File: src/rtl/videocard_loader.sv
// Command-driven loader for a card memory port and a control port.
// Optional poll timeout: define LOADER_TIMEOUT_EN.
module videocard_loader #(
  parameter int WIDTH        = 32,
  parameter int ADDR_W       = 17,
  parameter int READ_LATENCY = 2,
  parameter int POLL_GAP     = 4,
  parameter int TIMEOUT      = 65535
) (
  input  logic              clk,
  input  logic              reset_sink_reset,
  input  logic              cmd_valid,
  output logic              cmd_ready,
  input  logic [1:0]        cmd_op,
  input  logic [ADDR_W-1:0] cmd_addr,
  input  logic [WIDTH-1:0]  cmd_data,
  output logic              rsp_valid,
  output logic [WIDTH-1:0]  rsp_data,
  output logic [ADDR_W-1:0] m_address,
  output logic [WIDTH-1:0]  m_writedata,
  input  logic [WIDTH-1:0]  m_readdata,
  output logic              m_write,
  output logic              m_read,
  output logic [3:0]        m_byteenable,
  output logic [2:0]        c_address,
  output logic [WIDTH-1:0]  c_writedata,
  input  logic [WIDTH-1:0]  c_readdata,
  output logic              c_write,
  output logic              c_read,
  output logic              busy,
  output logic              error
);

  localparam int CNT_W = 16;

`ifdef LOADER_TIMEOUT_EN
  localparam logic TMO_EN = 1'b1;
`else
  localparam logic TMO_EN = 1'b0;
`endif

  typedef enum logic [2:0] {
    S_IDLE,
    S_MWR,
    S_MRD,
    S_CWR,
    S_POLL,
    S_GAP,
    S_CLEAR
  } state_t;

  state_t             r_state;
  state_t             w_next;
  logic [CNT_W-1:0]   r_cnt;
  logic [31:0]        r_polls;
  logic [ADDR_W-1:0]  r_m_addr;
  logic [WIDTH-1:0]   r_m_wdata;
  logic [2:0]         r_c_addr;
  logic [WIDTH-1:0]   r_c_wdata;
  logic [WIDTH-1:0]   r_sample;
  logic [WIDTH-1:0]   r_rsp_data;
  logic               r_rsp_valid;
  logic               r_error;
  logic               w_accept;
  logic               w_lat_done;
  logic               w_gap_done;
  logic               w_tmo;

  assign w_accept   = cmd_valid && (r_state == S_IDLE);
  assign w_lat_done = (r_cnt == CNT_W'(READ_LATENCY));
  assign w_gap_done = (r_cnt >= CNT_W'(POLL_GAP));
  assign w_tmo      = TMO_EN &&
                      (r_polls >= 32'(TIMEOUT));

  always_ff @(posedge clk) begin
    if (reset_sink_reset) begin
      r_state <= S_IDLE;
    end else begin
      r_state <= w_next;
    end
  end

  always_comb begin
    w_next    = r_state;
    cmd_ready = 1'b0;
    m_write   = 1'b0;
    m_read    = 1'b0;
    c_write   = 1'b0;
    c_read    = 1'b0;
    unique case (r_state)
      S_IDLE: begin
        cmd_ready = 1'b1;
        if (cmd_valid) begin
          unique case (cmd_op)
            2'b00:   w_next = S_MWR;
            2'b01:   w_next = S_MRD;
            2'b10:   w_next = S_CWR;
            default: w_next = S_POLL;
          endcase
        end
      end
      S_MWR: begin
        m_write = 1'b1;
        w_next  = S_IDLE;
      end
      S_MRD: begin
        m_read = (r_cnt == '0);
        if (w_lat_done) begin
          w_next = S_IDLE;
        end
      end
      S_CWR: begin
        c_write = 1'b1;
        w_next  = S_IDLE;
      end
      S_POLL: begin
        c_read = (r_cnt == '0);
        if (w_lat_done) begin
          if (c_readdata[0]) begin
            w_next = S_CLEAR;
          end else if (w_tmo) begin
            w_next = S_IDLE;
          end else begin
            w_next = S_GAP;
          end
        end
      end
      S_GAP: begin
        if (w_gap_done) begin
          w_next = S_POLL;
        end
      end
      S_CLEAR: begin
        c_write = 1'b1;
        w_next  = S_IDLE;
      end
      default: w_next = S_IDLE;
    endcase
  end

  // Latency/gap counter restarts on every state change; GAP counts from 1.
  always_ff @(posedge clk) begin
    if (reset_sink_reset) begin
      r_cnt <= '0;
    end else if (w_next != r_state) begin
      r_cnt <= (w_next == S_GAP) ? CNT_W'(1) : '0;
    end else if (r_state == S_MRD ||
                 r_state == S_POLL ||
                 r_state == S_GAP) begin
      r_cnt <= r_cnt + CNT_W'(1);
    end
  end

  always_ff @(posedge clk) begin
    if (reset_sink_reset) begin
      r_polls     <= '0;
      r_m_addr    <= '0;
      r_m_wdata   <= '0;
      r_c_addr    <= '0;
      r_c_wdata   <= '0;
      r_sample    <= '0;
      r_rsp_data  <= '0;
      r_rsp_valid <= 1'b0;
      r_error     <= 1'b0;
    end else begin
      r_rsp_valid <= 1'b0;
      if (w_accept) begin
        unique case (cmd_op)
          2'b00: begin
            r_m_addr  <= cmd_addr;
            r_m_wdata <= cmd_data;
          end
          2'b01: begin
            r_m_addr <= cmd_addr;
          end
          2'b10: begin
            r_c_addr  <= cmd_addr[2:0];
            r_c_wdata <= cmd_data;
          end
          default: begin
            r_c_addr <= 3'd1;
            r_polls  <= '0;
          end
        endcase
      end
      if (r_state == S_MRD && w_lat_done) begin
        r_rsp_valid <= 1'b1;
        r_rsp_data  <= m_readdata;
      end
      if (r_state == S_POLL && w_lat_done) begin
        r_polls <= r_polls + 32'd1;
        if (c_readdata[0]) begin
          r_sample  <= c_readdata;
          r_c_wdata <= '0;
        end else if (w_tmo) begin
          r_rsp_valid <= 1'b1;
          r_rsp_data  <= '1;
          r_error     <= 1'b1;
        end
      end
      if (r_state == S_CLEAR) begin
        r_rsp_valid <= 1'b1;
        r_rsp_data  <= r_sample;
      end
    end
  end

  assign m_address    = r_m_addr;
  assign m_writedata  = r_m_wdata;
  assign m_byteenable = 4'b1111;
  assign c_address    = r_c_addr;
  assign c_writedata  = r_c_wdata;
  assign rsp_valid    = r_rsp_valid;
  assign rsp_data     = r_rsp_data;
  assign busy         = (r_state != S_IDLE);
  assign error        = r_error & TMO_EN;

endmodule

File: config.mk
export PLATFORM = sky130hd
export DESIGN_NAME = videocard_loader
export DESIGN_NICKNAME = d
export VERILOG_FILES = /design/src/rtl/videocard_loader.sv
export SDC_FILE = /design/constraint.sdc
export NUM_CORES = 1
export LEC_CHECK = 0
export CORE_ASPECT_RATIO = 0.5
export CORE_UTILIZATION = 30
export CTS_BUF_LIST = sky130_fd_sc_hd__clkbuf_8 sky130_fd_sc_hd__clkbuf_16
export CTS_CLUSTER_DIAMETER = 120
export DETAILED_ROUTE_END_ITERATION = 8
export PLACE_DENSITY_LB_ADDON = 0.08
export SYNTH_ARGS = -nofsm -noshare
export SYNTH_HDL_FRONTEND = slang
export SYNTH_SLANG_ARGS = --single-unit
export TNS_END_PERCENT = 10
File: constraint.sdc
create_clock -name clk -period 2.4 [get_ports clk]
set_input_delay 0.6 -clock clk [delete_from_list [all_inputs] [get_ports clk]]
set_output_delay 0.6 -clock clk [all_outputs]
set_load 0.05 [all_outputs]
# Word level (Yosys, flattened, before mapping)
# Index checks and enable logic that the tools add are counted.
[op_classes] addsub=1 magnitude_cmp=1 eq_ne=11 muxes=24 n_bitwise=1 reduce_logical=17
[ops] op="2-to-1 mux 32 bit" n=6
[ops] op="2-to-1 mux 16 bit" n=2
[ops] op="adder 16 x 1 -> 16 bit (second input constant)" n=1
[ops] op="equality test 16 x 2 -> 1 bit (second input constant)" n=1
[ops] op=">= comparator 16 x 3 -> 1 bit (second input constant)" n=1
[ops] op="zero test 16 bit" n=1
[ops] op="equality test 3 bit (second input constant)" n=4
[ops] op="2-to-1 mux 3 bit" n=4
[ops] op="case mux 3 bit (4 select lines)" n=1
[ops] op="case mux 3 bit (3 select lines)" n=1
[ops] op="2-to-1 mux 1 bit" n=8
[ops] op="AND reduction 2 bit" n=4
[ops] op="equality test 3 x 2 -> 1 bit (second input constant)" n=2
[ops] op="case mux 3 bit (2 select lines)" n=1
[ops] op="nonzero test 2 bit" n=2
[ops] op="OR reduction 2 bit" n=2
[ops] op="equality test 3 x 1 -> 1 bit (second input constant)" n=1
[ops] op="logical AND 1 bit" n=3
[ops] op="zero test 3 bit" n=1
[ops] op="inequality test 3 bit" n=1
[ops] op="nonzero test 3 bit" n=1
[ops] op="equality test 2 x 1 -> 1 bit (second input constant)" n=1
[ops] op="equality test 2 bit (second input constant)" n=1
[ops] op="zero test 2 bit" n=1
[ops] op="other kinds (3)" n=4
[totals] reg_bits=168 inputBits=118 out_inout_bits=128 elab_cells=64

# Depth between registers and ports, before layout
[depth] depth_word=7 depth_mapped=8 depth_no_buf=7

# Worst setup path after synthesis
# Ideal clock, no wire load.
[synth_timing] path_type="register to output" start="register r_cnt[2]" end="output m_read" t_arrival_ps=2181 required_time_ps=1800 slack_ps=-381 path_stages_with_launch=6 n_path_buf=1 cell_sequence="dfxtp_1 nor4_4 and4_1 buf_4 nand2_1 nor3_1"
[synth_via] elab_chain_cells=2
[synth_rtl] element="start: declaration" line="54" text="logic [CNT_W-1:0] r_cnt;"
[synth_rtl] element="start signal: assignment" line="146" text="r_cnt <= (w_next == S_GAP) ? CNT_W'(1) : '0;"
[synth_rtl] element="start signal: assignment" line="150" text="r_cnt <= r_cnt + CNT_W'(1);"
[synth_rtl] element="zero test 16 bit" line="107" text="m_read = (r_cnt == '0);"
[synth_rtl] element="2-to-1 mux 1 bit" line="90" text="unique case (r_state)"
[synth_rtl] element="end: declaration" line="23" text="output logic m_read,"
# No other way between the ends.

# Final worst setup path
[layout_timing] start="register r_cnt[11]" end="output c_read"
[layout_via] elab_chain_cells=2
[layout_rtl] element="zero test 16 bit" line="117" text="c_read = (r_cnt == '0);"
[layout_rtl] element="2-to-1 mux 1 bit" line="90"
[layout_rtl] element="end: declaration" line="29" text="output logic c_read,"
# No other way between the ends.

==> results.toml <==
[detailed_routing]
dr_total_vias = 6540
drtIter0Drc = 362
viasPerCell = 4.69
post-route-drc-count = 0
wl_per_cell_um = 15.4
ant_nets = 0
wl_um = 21500
firstDrtPassIters = 4

[setup_path]
path_delay_family = "simple AND/OR/NAND/NOR gates"
worst_ep_arrival_time_ns = 1.78
r2r-end = "r_cnt[15]"
crit_buf_inv = 2
startpoint_type = "register"
crit_type = "reg -> out"
end_kind = "output port"
path_depth = 6
crit_fanout = 4
critical-path-max-stage-delay_ns = 0.35
crit_path_cell_trace = "nor4_4 > and4_4 > nand2_4 > nor3_2 > buf_4 > buf_12"
reg2reg_from = "r_cnt[0]"
slowest_stage = "dfxtp_2"
r2r_setup_slack_ns = 0.17
crit_required_ns = 1.80
reg2reg_depth = 8

[flow_run]
max_cap_violations = 0

[final_layout]
regArea_sq_um = 3380
final_common_cell = "nand2_1"
final_cell_mix = "nand2_1 (236), clkdlybuf4s50_1 (233), dfxtp_1 (160), a21oi_1 (150), inv_1 (46)"
nFillCells = 2196
utilization_pct = 47.4
multi_input_area_sq_um = 3070
layout-drive-gt1-share_pct = 13.0
nets = 1206
area_growth_pct = 52.5
num_antenna_cells = 0

[global_routing]
grt_pass1_wl_um = 33400
antenna_found_initial = 0
track_usage_pct = 18.2
use_met3_pct = 3.88
grt_overflow_total = 0
grt_pass1_vias = 6245
grt_util_met2_pct = 29.7
grt_max_degree = 88
use_met1_pct = 24.4
gr-max-usage-layer = "met2"

[clocking]
cts_buffers = 17
cts_root_buf = "clkbuf_16"
hold_buffers = 0
cts_sinks = 168
clockBufferDepth = 2
tritoncts = "yes"
htreeDepth = 4
clk_pin_slew_ns = 0.06
clkLatencyLatePin_ns = 0.43

[yosys]
synth_area_sq_um = 6850
synth_edf_count = 0
syn-instance-count = 844
ys.flop_type = "dfxtp_1"
seq_area_frac_synth_pct = 49.1
syn_area_per_cell_sq_um = 8.11
synth.distinct_cells = 47
ys_seq_elements = 168
synthArstFlopShare_pct = 0
yosysWarnings = 0

[timing]
fmax_mhz = 420
worstMarginPinSlew_ns = 0.554
slew_headroom_pct = 62.9
period_needed_ns = 2.38
fin_worst_skew_ns = 0.0149
hold_viol = 0
min_period_over_period_pct = 99.2
finalSetupViolCount = 0
rsz0062_at_grt = "yes"
tns_ns = 0
maxSlewViolCount = 0

[hold_path]
min_path_type = "reg -> reg"
worstHoldStart = "r_sample[23]"
hold_depth = 2
whs_endpoint = "r_sample[23]"

[die]
start_util_pct = 31.1
core_sq_um = 22000
rows = 38
ios = 246
dieArea_sq_um = 23500
die_y_um = 109
die_x_um = 216

[placement]
portBuffers = 240
hpwl_um = 14800
gp_congestion = 0.772

[power_and_ir_drop]
power.density_nw_per_um2 = 656
p_leak_nw = 3.62
peakVddDrop_v = 0.000377

[status]
status = "complete, no violations"
==> tightest hold or removal path: stages, from the launching register on <==
cell and delay, ns:
dfxtp_1 0.31, nand2_1 0.05, a21oi_1 0.05
==> how the worst max path moves through the flow <==
| stage | from | to | slack [ns] |
|---|---|---|---|
| 2_1_floorplan | r_cnt[2] | c_read | -0.36 |
| 3_3_place_gp | cmd_valid | r_cnt[2] | -0.18 |
| 3_5_place_dp | cmd_op[1] | r_cnt[15] | -0.27 |
| 4_1_cts | r_cnt[14] | c_read | -0.09 |
| 5_1_grt | r_cnt[6] | c_read | -0.09 |
| 6_report | r_cnt[11] | c_read | 0.02 |
==> layer usage <==
metal / up-vias / routed length, um
met5: - / 0
met1: 3119 / 10400
met4: 0 / 142
met3: 13 / 743
met2: 120 / 10200
li1: 3288 / -
==> flip-flops by register name, summed over array words and instances, names as in the netlist <==
name and cells:
rsp_valid 1, r_state 3, m_writedata 32, c_writedata 32, r_sample 32, rsp_data 32
c_address 3, m_address 17, r_cnt 16
==> per-stage QoR <==
step / instance area [sq um] / total power [mW] / worst slack (ns) / std cells / hold WS [ns]
floorplan: 6860 / 3.53 / -0.360 / 847 / 0.432
global placement: 9750 / 4.02 / -0.178 / 1357 / 0.440
detailed placement: 9750 / 4.03 / -0.266 / 1357 / 0.444
CTS: 10400 / 6.95 / -0.0917 / 1390 / 0.452
global route: 10400 / 7.14 / -0.0920 / 1393 / 0.466
finish: 10400 / 6.85 / 0.0197 / 1393 / 0.449
==> cells in the mapped netlist, types with 2 or more instances <==
cell type | instances | area, sq um
buf_1 | 3 | 11.3
o21ai_1 | 2 | 10.0
inv_1 | 42 | 158
o21ai_0 | 3 | 15.0
buf_4 | 6 | 45.0
conb_1 | 2 | 7.51
and4_1 | 3 | 26.3
a31oi_1 | 3 | 18.8
nand3_1 | 7 | 35.0
xor2_1 | 9 | 78.8
nor3b_1 | 2 | 15.0
xnor2_1 | 7 | 61.3
a21oi_1 | 150 | 751
clkbuf_1 | 44 | 165
nor3_1 | 38 | 190
nor2_1 | 18 | 67.6
buf_2 | 12 | 60.1
nor4_4 | 3 | 63.8
nand2b_1 | 2 | 12.5
and2_1 | 4 | 25.0
nor2_2 | 11 | 68.8
dfxtp_1 | 168 | 3360
ha_1 | 7 | 87.6
o221a_2 | 32 | 360
and3_1 | 3 | 18.8
nand4_1 | 6 | 37.5
nand2_1 | 237 | 890
==> kinds of logic (layout without fill, tap and decap cells) <==
logic type,count (synthesis),in the layout,share of synthesized area (%)
AOI/OAI and AO/OA,198,198,18.2
other,2,5,0.110
DFF,168,168,49.1
and+or+nand+nor,344,344,22.7
adders and majority gates,7,7,1.28
buffers and inverters,109,355,6.63
xor gates and xnor gates,16,16,2.05
==> layout make-up <==
class / count / area share [%]
Timing Repair Buffer: 281 / 27.1
Clock buffer: 20 / 4.47
Multi-Input combinational cell: 570 / 29.4
Clock inverter: 11 / 1.50
Tap cell: 300 / 3.59
Inverter: 43 / 1.55
Sequential cell: 168 / 32.4
==> repair_timing <==
| item | CTS | global route |
|---|---|---|
| pin swaps | 6 | 4 |
| buffers inserted | 2 | 3 |
| resized for setup | 6 | 8 |
| endpoints found under the setup margin | 2 | 2 |
==> where the power goes <==
part / total, mW / switching, mW / leakage, nW / internal [mW]
registers: 2.90 / 0.0423 / 1.36 / 2.86
clock network: 2.89 / 1.08 / 0.317 / 1.80
logic: 1.06 / 0.627 / 1.94 / 0.438
total: 6.85 / 1.75 / 3.62 / 5.10
Note: power is estimated with default switching activity, not from simulation.
